[config.mk]
export PLATFORM = sky130hd
export DESIGN_NAME = slab_interval_sequencer
export DESIGN_NICKNAME = d
export VERILOG_FILES = /design/src/rtl/slab_interval_sequencer.sv
export SDC_FILE = /design/constraint.sdc
export NUM_CORES = 1
export LEC_CHECK = 0
export BUFFER_PORTS_ARGS = -buffer_cell sky130_fd_sc_hd__clkbuf_2
export CAP_MARGIN = 20
export CORE_MARGIN = 10
export CORE_UTILIZATION = 29
export CTS_CLUSTER_DIAMETER = 150
export DETAILED_ROUTE_END_ITERATION = 7
export GPL_TIMING_DRIVEN = 0
export PLACE_DENSITY = 0.55
export SETUP_SLACK_MARGIN = 0.2
export SLEW_MARGIN = 20
export SYNTH_ARGS = -nofsm -noshare
export SYNTH_HDL_FRONTEND = slang
export SYNTH_SLANG_ARGS = --single-unit
[constraint.sdc]
create_clock -name clk -period 5.3 [get_ports clk]
set_input_delay 0.265 -clock clk [delete_from_list [all_inputs] [get_ports clk]]
set_output_delay 0.265 -clock clk [all_outputs]
set_load 0.005 [all_outputs]
[src/rtl/slab_interval_sequencer.sv]
// slab_interval_sequencer: drives a shared, pipelined FloPoCo less_or_equal
// comparator through the five compares of a ray/AABB slab test.
// t_near = max(tx0,ty0,tz0), t_far = min(tx1,ty1,tz1), hit = t_near <= t_far.
//
// Handshakes: both ports use valid/ready. A transfer happens on a rising
// clk edge where valid && ready are both 1. in_ready is 1 only in IDLE.
// out_valid is 1 only in DONE, where hit/t_near/t_far/exc are held until
// the transfer edge. The design expects LAT >= 2: the first result of a
// pair must land after both operands of that pair were issued.
module slab_interval_sequencer #(
    parameter int WIDTH = 35,
    parameter int LAT   = 3
) (
    input  logic             clk,
    input  logic             rst,
    input  logic             in_valid,
    output logic             in_ready,
    input  logic [WIDTH:0]   tx0,
    input  logic [WIDTH:0]   ty0,
    input  logic [WIDTH:0]   tz0,
    input  logic [WIDTH:0]   tx1,
    input  logic [WIDTH:0]   ty1,
    input  logic [WIDTH:0]   tz1,
    output logic [WIDTH:0]   cmp_a,
    output logic [WIDTH:0]   cmp_b,
    input  logic             cmp_le,
    output logic             out_valid,
    input  logic             out_ready,
    output logic             hit,
    output logic [WIDTH:0]   t_near,
    output logic [WIDTH:0]   t_far,
    output logic             exc,
    output logic             busy,
    output logic [2:0]       dbg_state
);

    typedef enum logic [2:0] {
        IDLE, ISS_A, WAIT_A, ISS_B, WAIT_B, ISS_C, WAIT_C, DONE
    } state_t;

    localparam int CW = $clog2(LAT + 1);

    state_t         state, state_nxt;
    logic [CW-1:0]  cnt;
    logic           second;
    logic           issue_first;
    logic           accept;
    logic           in_exc;
    logic           take_first;
    logic           take_second;
    logic           in_wait;
    logic [WIDTH:0] x0_q, y0_q, z0_q, x1_q, y1_q, z1_q;
    logic [WIDTH:0] tn_q, tf_q;
    logic           hit_q, exc_q;

    // Exception field top bit set means inf (10) or NaN (11).
    assign in_exc = tx0[WIDTH] | ty0[WIDTH] | tz0[WIDTH]
                  | tx1[WIDTH] | ty1[WIDTH] | tz1[WIDTH];

    assign in_ready  = (state == IDLE) && !rst;
    assign accept    = in_valid && in_ready;
    assign out_valid = (state == DONE);
    assign busy      = (state != IDLE);
    assign dbg_state = state;
    assign hit       = hit_q;
    assign exc       = exc_q;
    assign t_near    = tn_q;
    assign t_far     = tf_q;

    // The counter reaches 1 in the result cycle of the first pair of a phase
    // and 0 in the result cycle of the second pair.
    assign in_wait     = (state == WAIT_A) || (state == WAIT_B) || (state == WAIT_C);
    assign take_first  = in_wait && (cnt == CW'(1));
    assign take_second = ((state == WAIT_A) || (state == WAIT_B)) && (cnt == '0);

    // Next-state and comparator operand selection; operands are zero on idle cycles.
    always_comb begin
        state_nxt   = state;
        cmp_a       = '0;
        cmp_b       = '0;
        issue_first = 1'b0;
        case (state)
            IDLE: begin
                if (accept) state_nxt = in_exc ? DONE : ISS_A;
            end
            ISS_A: begin
                if (!second) begin
                    cmp_a       = x0_q;
                    cmp_b       = y0_q;
                    issue_first = 1'b1;
                end else begin
                    cmp_a     = x1_q;
                    cmp_b     = y1_q;
                    state_nxt = WAIT_A;
                end
            end
            WAIT_A: begin
                if (cnt == '0) state_nxt = ISS_B;
            end
            ISS_B: begin
                if (!second) begin
                    cmp_a       = tn_q;
                    cmp_b       = z0_q;
                    issue_first = 1'b1;
                end else begin
                    cmp_a     = tf_q;
                    cmp_b     = z1_q;
                    state_nxt = WAIT_B;
                end
            end
            WAIT_B: begin
                if (cnt == '0) state_nxt = ISS_C;
            end
            ISS_C: begin
                cmp_a       = tn_q;
                cmp_b       = tf_q;
                issue_first = 1'b1;
                state_nxt   = WAIT_C;
            end
            WAIT_C: begin
                if (cnt == CW'(1)) state_nxt = DONE;
            end
            DONE: begin
                if (out_ready) state_nxt = IDLE;
            end
            default: state_nxt = IDLE;
        endcase
    end

    // State register.
    always_ff @(posedge clk) begin
        if (rst) state <= IDLE;
        else     state <= state_nxt;
    end

    // Latency counter and issue sub-phase; reset drops any in-flight result.
    always_ff @(posedge clk) begin
        if (rst) begin
            cnt    <= '0;
            second <= 1'b0;
        end else begin
            if (issue_first)      cnt <= CW'(LAT);
            else if (cnt != '0)   cnt <= cnt - CW'(1);
            second <= ((state == ISS_A) || (state == ISS_B)) && !second;
        end
    end

    // Capture the six slab distances on the input transfer.
    always_ff @(posedge clk) begin
        if (accept) begin
            x0_q <= tx0;
            y0_q <= ty0;
            z0_q <= tz0;
            x1_q <= tx1;
            y1_q <= ty1;
            z1_q <= tz1;
        end
    end

    // Fold comparator results into the running max/min and the final hit flag.
    always_ff @(posedge clk) begin
        if (rst) begin
            tn_q  <= '0;
            tf_q  <= '0;
            hit_q <= 1'b0;
            exc_q <= 1'b0;
        end else if (accept) begin
            exc_q <= in_exc;
            hit_q <= 1'b0;
            if (in_exc) begin
                tn_q <= '0;
                tf_q <= '0;
            end
        end else begin
            case (state)
                WAIT_A: begin
                    if (take_first)  tn_q <= cmp_le ? y0_q : x0_q;
                    if (take_second) tf_q <= cmp_le ? x1_q : y1_q;
                end
                WAIT_B: begin
                    if (take_first)  tn_q <= cmp_le ? z0_q : tn_q;
                    if (take_second) tf_q <= cmp_le ? tf_q : z1_q;
                end
                WAIT_C: begin
                    if (take_first)  hit_q <= cmp_le;
                end
                default: ;
            endcase
        end
    end

endmodule
==> results of run 1 <==
[stage by stage]
stage | std cells | utilization
floorplan | 1234 | -
global placement | 2221 | 0.349
detailed placement | 2226 | 0.351
CTS | 2512 | 0.421
global route | 2513 | 0.421
finish | 2513 | 0.421
[state kept, by name (all words and copies together) (netlist names)]
name,count
hit,1
dbg_state,3
z1_q,36
x1_q,36
y1_q,36
y0_q,36
second,1
t_far,36
z0_q,36
x0_q,36
cnt,2
exc,1
t_near,36
[what timing repair did]
item | in CTS | in global routing
hold buffers | 216 | 0
resized for setup | 0 | 0
hold endpoints to repair | 216 | 0
buffers inserted | 0 | 0
[power by group through the flow]
stage	Sequential (mW)	Clock [mW]	Combinational, mW
3_5_place_dp	3.28	0	3.47
3_3_place_gp	3.30	0	3.40
2_1_floorplan	3.20	0	1.73
6_report	3.25	2.47	3.61
4_1_cts	3.24	2.52	3.60
5_1_grt	3.29	2.62	3.85
[cell usage in the layout (no fill, tap or decap), drive strengths merged, types with 4 or more instances in the layout]
cell type,n
o2bb2ai,18
nand3,4
clkbuf,466
inv,6
ha,6
clkinv,20
a21oi,20
mux2i,217
nor2,26
dlygate4sd3,216
nor2b,4
o2111ai,55
nand2b,57
o21ai,200
nand2,202
dfxtp,80
edfxtp,216
buf,55
[path summary, 6_finish.rpt]
path | startpoint | end | slack [ps] | cells after the start
setup / recovery | dbg_state[2] | cmp_a[33] | 1840 | 6
hold / removal | in_valid | dbg_state[2] | 180 | 5
setup reg to reg | dbg_state[1] | t_near[18] | 2410 | 7
hold reg to reg | exc | exc | 490 | 2
[cells by family (layout without fill, tap and decap cells)]
logic type | Yosys count | in the layout | synth area share
DFF | 296 | 296 | 0.575
muxes | 219 | 219 | 0.156
xor gates and xnor gates | 1 | 1 | 0.000623
and+or+nand+nor | 302 | 302 | 0.0957
AOI/OAI and AO/OA | 306 | 306 | 0.132
adders and majority gates | 6 | 6 | 0.00534
other | 0 | 1 | 0
buffers and inverters | 104 | 767 | 0.0356
[worst min-delay path, delay by kind of cell]
kind / cells / cell delay, ps
buffers and inverters: 2 / 180
and+or+nand+nor: 2 / 180
AOI/OAI and AO/OA: 1 / 60
[area by class of cell]
class	count	share of cell area
Sequential cell	296	0.402
Multi-Input combinational cell	834	0.272
Timing Repair Buffer	593	0.206
Clock buffer	46	0.0498
Tap cell	615	0.0382
Buffer	98	0.0237
Clock inverter	24	0.00820
Inverter	6	0.00112
Antenna cell	1	0.000124
[per-layer routing]
metal	wire, um	track usage	vias to the layer above
met5	0	0	-
met4	2150	0.0834	0
met3	5760	0.0546	131
met2	32400	0.383	667
met1	28200	0.292	6461
li1	-	-	5841
==> flow_metrics.tcl, run 1 <==
set metrics [dict create \
    cp_max_fo 10 \
    path_buf_inv 4 \
    path_cells "buf_4 > nand2b_1 > clkbuf_1 > clkbuf_1 > o21ai_0 > clkbuf_2" \
    ys_top_cells_by_area "edfxtp_1 (46%), mux2i_1 (15%), dfxtp_1 (11%)" \
    clkTransAtPathRegs_ps 50 \
    start_util 0.294 \
    syn-cell-area_um2 14100 \
    ys_ff_latch 296 \
    seq_area_frac_synth 0.575 \
    cp_common_cell "clkbuf_1" \
    synth_edf_count 216 \
    vias 13100 \
    gr-total-overflow 0 \
    setup_ws_ps 1840 \
    fin_skew_ps 33.9 \
    clock_power_share 0.265 \
    drive_above_1_share 0.256 \
    ff_latch_area_um2 8090 \
    routed_wirelength_um 68600 \
    rsz0062_at_grt "false" \
    die_width_um 240 \
    p_leak_nw 7.75 \
    die_h_um 240 \
    hold_path.class "input port to flip-flop" \
    p_sw_mw 3.82 \
    setup_viol 0 \
    synth_ff_type "edfxtp_1" \
    irDropWorstVdd_v 0.000203 \
    async_reset_ff_frac 0 \
    clock_path_buffers 3 \
    yosys.area.top_type "edfxtp_1" \
    dieArea_um2 57700 \
    grt_util_all_layers 0.232 \
    multi_input_area_um2 5470 \
    cts_tree "done" \
    cp.arrival_ps 3200 \
    tightest_slew_ps 1160 \
    final_nets 2094 \
    grt_pass1_wl_um 96500 \
    synth.distinct_cells 38 \
    finalCritPeriodShare 0.653 \
    gp_congestion 0.852 \
    yosysWarnings 0 \
    dr.first_iter.drc_count 1094 \
    fill_cells 4538 \
    via_per_inst 5.21 \
    maxCapViolations 0 \
    synthToLayoutAreaGrowth_pct 43.2 \
    hold_viol 0 \
    cpPeakStageDelay_ps 670 \
    timing.fmax_ghz 0.289 \
    synth.most_common_cell "mux2i_1" \
    min_period_ps 3460 \
    criticalPathCategory "flip-flop to primary output" \
    antenna_found_initial 3 \
    grt_pass1_vias 13700 \
    whs_ps 185 \
    drv_slew 0 \
    core_um2 47800 \
    dp_hpwl_um 46900 \
    fin_setup_tns_ps 0 \
    crit_slowest_cell "clkbuf_1" \
    post_drt_wl_per_cell_um 27.3 \
    avgSynthCellArea_um2 11.4 \
    syn_inst 1234 \
    timing.slew.headroom 0.228 \
    power.total_mw 9.33 \
    drc 0 \
    dpl_worst_slack_ps 2410 \
    io_buffers 372 \
    power.density_nw_per_um2 463 \
    dr.pass1.iters 5 \
    synthTopCellsByCount "mux2i_1 (217), edfxtp_1 (216), nand2_1 (202)" \
    ant_nets 0 \
    outcome "complete, no violations" \
    internal_power_mw 5.51 \
    grt_max_degree 51 \
    cts_root_buffer "clkbuf_16" \
    end_kind "primary output" \
    synth_top_area_share 0.461 \
    design_area_um2 20100 \
    row_count 80 \
    cp_top_family "buffers and inverters" \
    startpoint_type "flip-flop" \
    htreeDepth 2 \
    syn_nets 1461 \
    place_area_um2 16800 \
    comb_power_share 0.387 \
    clkLatencyLatePin_ps 580 \
    clock-sinks 296 \
    required_ps 5040 \
    switching_share 0.410 \
    cts_made_buffers 38 \
    io_pins 373 \
    power_frac_seq 0.348 \
]
No activity file was read; power rests on OpenSTA's default activity.
==> inputs of run 2 (changes only) <==
Settings changed: PLACE_DENSITY 0.55 to 0.57.
Clock period 5.3 ns to 2.8 ns, I/O delays scaled along.
==> run 2 against run 1 <==
Utilization up 0.60 points. Sequential power grew 89%. Critical path type unchanged. Cell count barely moved. Critical endpoint is now cmp_a[16]. Register-to-register slack worse by 2100 ps. Cell area increased by 1.4%. Combinational power rose by 95%. Power rose by 97%. Clock-buffer cell count is 2 higher. Flip-flop and latch count unchanged. Clock power grew 110%. Critical path depth did not move.
==> flow_metrics.tcl, run 2 (same netlist as run 1, synthesis figures left out) <==
set metrics [dict create \
    antenna_found_initial 2 \
    grt_pass1_wl_um 96100 \
    final_common_cell "clkbuf_2" \
    cts_root_buffer "clkbuf_16" \
    tightest_slew_ps 1050 \
    io_pins 373 \
    timing.fmax_ghz 0.395 \
    setup_viol 0 \
    cp_top_family "buffers and inverters" \
    path_buf_inv 3 \
    final_nets 2093 \
    irDropWorstVdd_v 0.000517 \
    end_kind "primary output" \
    hold_viol 0 \
    via_per_inst 5.21 \
    die_h_um 240 \
    cp_common_cell "clkbuf_2" \
    gr-total-overflow 0 \
    power.density_nw_per_um2 898 \
    dr.pass1.iters 6 \
    reg2regPathDepth 8 \
    outcome "complete, no violations" \
    rsz0062_at_grt "true" \
    io_buffers 372 \
    drc 0 \
    hold_path.class "input port to flip-flop" \
    post_drt_wl_per_cell_um 27.1 \
    start_util 0.294 \
    r2r_slack_ps 290 \
    r2r_end "t_near[20]" \
    dieArea_um2 57700 \
    cts_made_buffers 37 \
    mostFrequentLayoutCells "clkbuf_2 (385), mux2i_1 (217), dlygate4sd3_1 (216), edfxtp_1 (216), nand2_1 (202)" \
    grt_max_degree 52 \
    core_um2 47800 \
    cp.arrival_ps 2390 \
    clkLatencyLatePin_ps 560 \
    dr.first_iter.drc_count 1333 \
    cp_max_fo 10 \
    htreeDepth 2 \
    r2r-start "dbg_state[1]" \
    required_ps 2660 \
    synthToLayoutAreaGrowth_pct 45.3 \
    drive_above_1_share 0.280 \
    fill_cells 4487 \
    routed_wirelength_um 68200 \
    finalCritPeriodShare 0.904 \
    dpl_worst_slack_ps 95.9 \
    setup_ws_ps 270 \
    timing.slew.headroom 0.302 \
    worst-path-stages 6 \
    path_cells "ha_1 > nand2b_1 > clkbuf_2 > clkbuf_2 > o21ai_0 > clkbuf_2" \
    min_period_ps 2530 \
    crit_slowest_cell "dfxtp_2" \
    clkTransAtPathRegs_ps 60 \
    clock_path_buffers 3 \
    gp_congestion 0.839 \
    row_count 80 \
    cts_tree "done" \
    die_width_um 240 \
    crit_end "cmp_a[16]" \
    maxCapViolations 0 \
    ant_nets 0 \
    vias 13100 \
    grt_pass1_vias 13500 \
    cpPeakStageDelay_ps 370 \
    clock-sinks 296 \
    grt_util_all_layers 0.231 \
    startpoint_type "flip-flop" \
    drv_slew 0 \
    criticalPathCategory "flip-flop to primary output" \
    fin_skew_ps 19.2 \
    p_leak_nw 7.92 \
    whs_ps 47.9 \
    cp-startpoint "dbg_state[1]" \
    dp_hpwl_um 46900 \
]
run 2: final cells by class:
cell class / instances / area (um^2) / share of cell area
antenna: 3 / 7.51 / 0.000368
buffer: 98 / 602 / 0.0295
clock buffer: 48 / 1030 / 0.0504
clock inverter: 19 / 263 / 0.0129
inverter: 6 / 22.5 / 0.00110
multi-input combinational: 834 / 5510 / 0.270
sequential: 296 / 8090 / 0.396
tap: 615 / 769 / 0.0377
timing repair buffer: 593 / 4130 / 0.202
run 2: power breakdown:
group          internal, mW  total [mW]  switching, mW
clock                  3.17        5.18           2.01
combinational          2.40        7.03           4.63
sequential             5.52        6.15          0.626
total                  11.1        18.4           7.26
run 2: how the worst min path moves through the flow:
stage               startpoint            to  slack, ps  depth (start not counted)
finish                in_valid  dbg_state[2]         50                          5
CTS                   in_valid  dbg_state[2]          1                          5
global route          in_valid  dbg_state[2]         70                          5
floorplan               tx0[0]       x0_q[0]        240                          0
global placement       tz1[31]      z1_q[31]        320                          1
detailed placement     tz0[22]      z0_q[22]        320                          1
run 2: routing by layer:
| metal | GRT usage | wire length, um |
|---|---|---|
| met5 | 0 | 0 |
| met1 | 0.290 | 28100 |
| met3 | 0.0545 | 5760 |
| met4 | 0.0778 | 1910 |
| met2 | 0.383 | 32400 |
run 2: what timing repair did:
item	CTS	global route
buffers inserted	0	0
hold buffers	216	0
hold endpoints to repair	216	0
gates resized for setup	52	27
endpoints found under the setup margin	75	43
run 2: tightest hold or removal path: cells and delay by family:
kind	cells	cell delay (ps)
buffers and inverters	2	170
AO/OA/AOI/OAI	1	60
AND/OR/NAND/NOR	2	170
run 2: stage by stage:
step           instance area [um^2]  std cells  TNS, ps  power (mW)   util
3_3_place_gp                  16700       2221  -317280        12.7  0.350
2_1_floorplan                 14100       1234   -60490        9.39      -
5_1_grt                       20400       2510        0        19.1  0.427
6_report                      20400       2512        0        18.4  0.427
4_1_cts                       20400       2509        0        18.4  0.426
3_5_place_dp                  16800       2226        0        12.8  0.352
==> inputs of run 3 (changes only) <==
Settings changed: ABC_AREA set to 1, PLACE_DENSITY 0.57 to 0.55.
Clock period 2.8 ns to 2.83 ns, I/O delays scaled along.
==> run 3 against run 2 <==
Power up 1.3%. Combinational power up 5.1%. Critical path type unchanged. Critical path depth up 2. Flip-flop and latch count unchanged. Highest routed layer unchanged. Largest cell class unchanged. Via count up 19%. Clock power down 2%. Sequential power about the same. Worst hold slack better by 210 ps. Wire length up 11%.
==> flow_metrics.tcl, run 3 <==
set metrics [dict create \
    timing.fmax_ghz 0.377 \
    synth.most_common_cell "nand2_1" \
    startpoint_type "flip-flop" \
    cp_max_fo 10 \
    antenna_found_initial 2 \
    cp-startpoint "second" \
    mostFrequentLayoutCells "clkbuf_2 (389), nand2_1 (269), nor2_1 (254)" \
    cts_tree "done" \
    clock_path_buffers 3 \
    clkLatencyLatePin_ps 560 \
    clock-sinks 296 \
    outcome "complete, no violations" \
    via_per_inst 5.26 \
    hold_viol 0 \
    dpl_worst_slack_ps -61.1 \
    row_count 81 \
    grt_pass1_wl_um 106000 \
    end_kind "primary output" \
    htreeDepth 2 \
    hold_path.class "input port to flip-flop" \
    synth_ff_type "edfxtp_1" \
    gp_congestion 0.881 \
    reg2regPathDepth 7 \
    grt_max_degree 85 \
    drive_above_1_share 0.245 \
    post_drt_wl_per_cell_um 25.6 \
    seq_area_frac_synth 0.564 \
    yosys.area.top_type "edfxtp_1" \
    setup_viol 0 \
    ys_ff_latch 296 \
    r2r_slack_ps 330 \
    rsz0062_at_grt "true" \
    required_ps 2690 \
    fin_skew_ps 15.0 \
    fin_setup_tns_ps 0 \
    final_nets 2478 \
    fin_util 0.427 \
    tightest_slew_ps 1010 \
    avgSynthCellArea_um2 8.88 \
    ant_nets 0 \
    finalCritPeriodShare 0.936 \
    drc 0 \
    routed_wirelength_um 75500 \
    syn_nets 1841 \
    maxCapViolations 0 \
    dr.first_iter.drc_count 1882 \
    die_h_um 242 \
    r2r-start "dbg_state[1]" \
    die_width_um 242 \
    cts_root_buffer "clkbuf_16" \
    irDropWorstVdd_v 0.000725 \
    dr.pass1.iters 6 \
    core_um2 49000 \
    timing.slew.headroom 0.328 \
    whs_ps 259 \
    vias 15500 \
    power.total_mw 18.6 \
    p_leak_nw 8.97 \
    yosysWarnings 0 \
    dp_hpwl_um 53200 \
    drv_slew 0 \
    async_reset_ff_frac 0 \
    setup_ws_ps 180 \
    dieArea_um2 58700 \
    final_common_cell "clkbuf_2" \
    cts_made_buffers 37 \
    synthToLayoutAreaGrowth_pct 45.8 \
    clkTransAtPathRegs_ps 60 \
    power.density_nw_per_um2 889 \
    syn-cell-area_um2 14300 \
    ff_latch_area_um2 8090 \
    gr-total-overflow 0 \
    synth_edf_count 216 \
    grt_util_all_layers 0.245 \
    grt_pass1_vias 15700 \
    ys_top_cells_by_area "edfxtp_1 (45%), dfxtp_1 (11%), o21ai_0 (7.5%)" \
    r2r_end "y1_q[35]" \
    syn_inst 1614 \
    cp.arrival_ps 2510 \
    fill_cells 4844 \
    crit_end "cmp_b[12]" \
    min_period_ps 2650 \
    io_pins 373 \
    synthTopCellsByCount "nand2_1 (271), nor2_1 (254), edfxtp_1 (216), o21ai_0 (216), nand3_1 (112)" \
    multi_input_area_um2 5310 \
    synth.distinct_cells 26 \
    io_buffers 372 \
    criticalPathCategory "flip-flop to primary output" \
    synth_top_area_share 0.452 \
    start_util 0.293 \
]
-- run 3: changes by cell type in the layout (fill, tap and decap cells not counted), moves of 67 or more --
| cell | before | now |
|---|---|---|
| nand3_1 | 2 | 112 |
| inv_1 | 4 | 104 |
| o21ai_0 | 109 | 214 |
| a21oi_1 | 19 | 91 |
| nor2_1 | 23 | 254 |
| o21ai_1 | 87 | 5 |
| nand2_1 | 202 | 269 |
| mux2i_1 | 217 | 0 |
-- run 3: power breakdown --
part | total (mW) | internal [mW] | switching (mW)
sequential | 6.12 | 5.53 | 0.595
clock | 5.07 | 3.11 | 1.95
combinational | 7.39 | 2.46 | 4.93
total | 18.6 | 11.1 | 7.48
-- run 3: what timing repair did --
item | 4_1_cts | 5_1_grt
hold buffers | 217 | 0
pin swaps | 1 | 4
setup buffers | 6 | 0
gates resized for setup | 63 | 39
endpoints found under the hold margin | 218 | 0
cloned | 0 | 1
setup endpoints to repair | 117 | 115
-- run 3: final cells by class --
class / instances / share of cell area
Antenna cell: 2 / 0.000239
Buffer: 127 / 0.0369
Clock buffer: 47 / 0.0491
Clock inverter: 21 / 0.0123
Inverter: 112 / 0.0205
Multi-Input combinational cell: 1079 / 0.254
Sequential cell: 296 / 0.387
Tap cell: 664 / 0.0398
Timing Repair Buffer: 598 / 0.200
-- run 3: worst min path at each step --
stage	start	end	slack (ps)	cells after the start
finish	in_valid	dbg_state[2]	260	6
global route	tz0[8]	z0_q[8]	280	2
CTS	in_valid	dbg_state[2]	230	6
detailed placement	tz1[24]	z1_q[24]	320	1
global placement	ty0[9]	y0_q[9]	320	1
floorplan	rst	second	210	1
-- run 3: per-layer routing --
metal,global-route usage,part of all wire,vias up
met4,0.110,0.044,0
met2,0.385,0.45,1038
li1,-,-,6906
met5,0,0,-
met3,0.0748,0.11,185
met1,0.304,0.40,7377
-- run 3: through the flow --
step	cell area, um^2	std cells
after floorplan	14300	1614
after global placement	17000	2650
after detailed placement	17100	2652
after CTS	20800	2943
after global routing	20900	2945
final	20900	2946
-- run 3: cells by family (layout without fill, tap and decap cells) --
group / count (synthesis) / count (layout) / share of synthesized area
AND/OR/NAND/NOR: 672 / 672 / 0.196
buffers and inverters: 239 / 905 / 0.0728
adder cells (fa/ha/maj): 6 / 6 / 0.00524
AO/OA/AOI/OAI: 401 / 401 / 0.162
flip-flops: 296 / 296 / 0.564
other: 0 / 2 / 0
-- run 3: worst max-delay path: stages (launching register included) --
cell and delay [ps]:
dfxtp_1 300, buf_2 190, inv_2 70, buf_4 220, buf_6 190, buf_6 200
nor2_1 60, o211ai_1 480, clkbuf_2 230
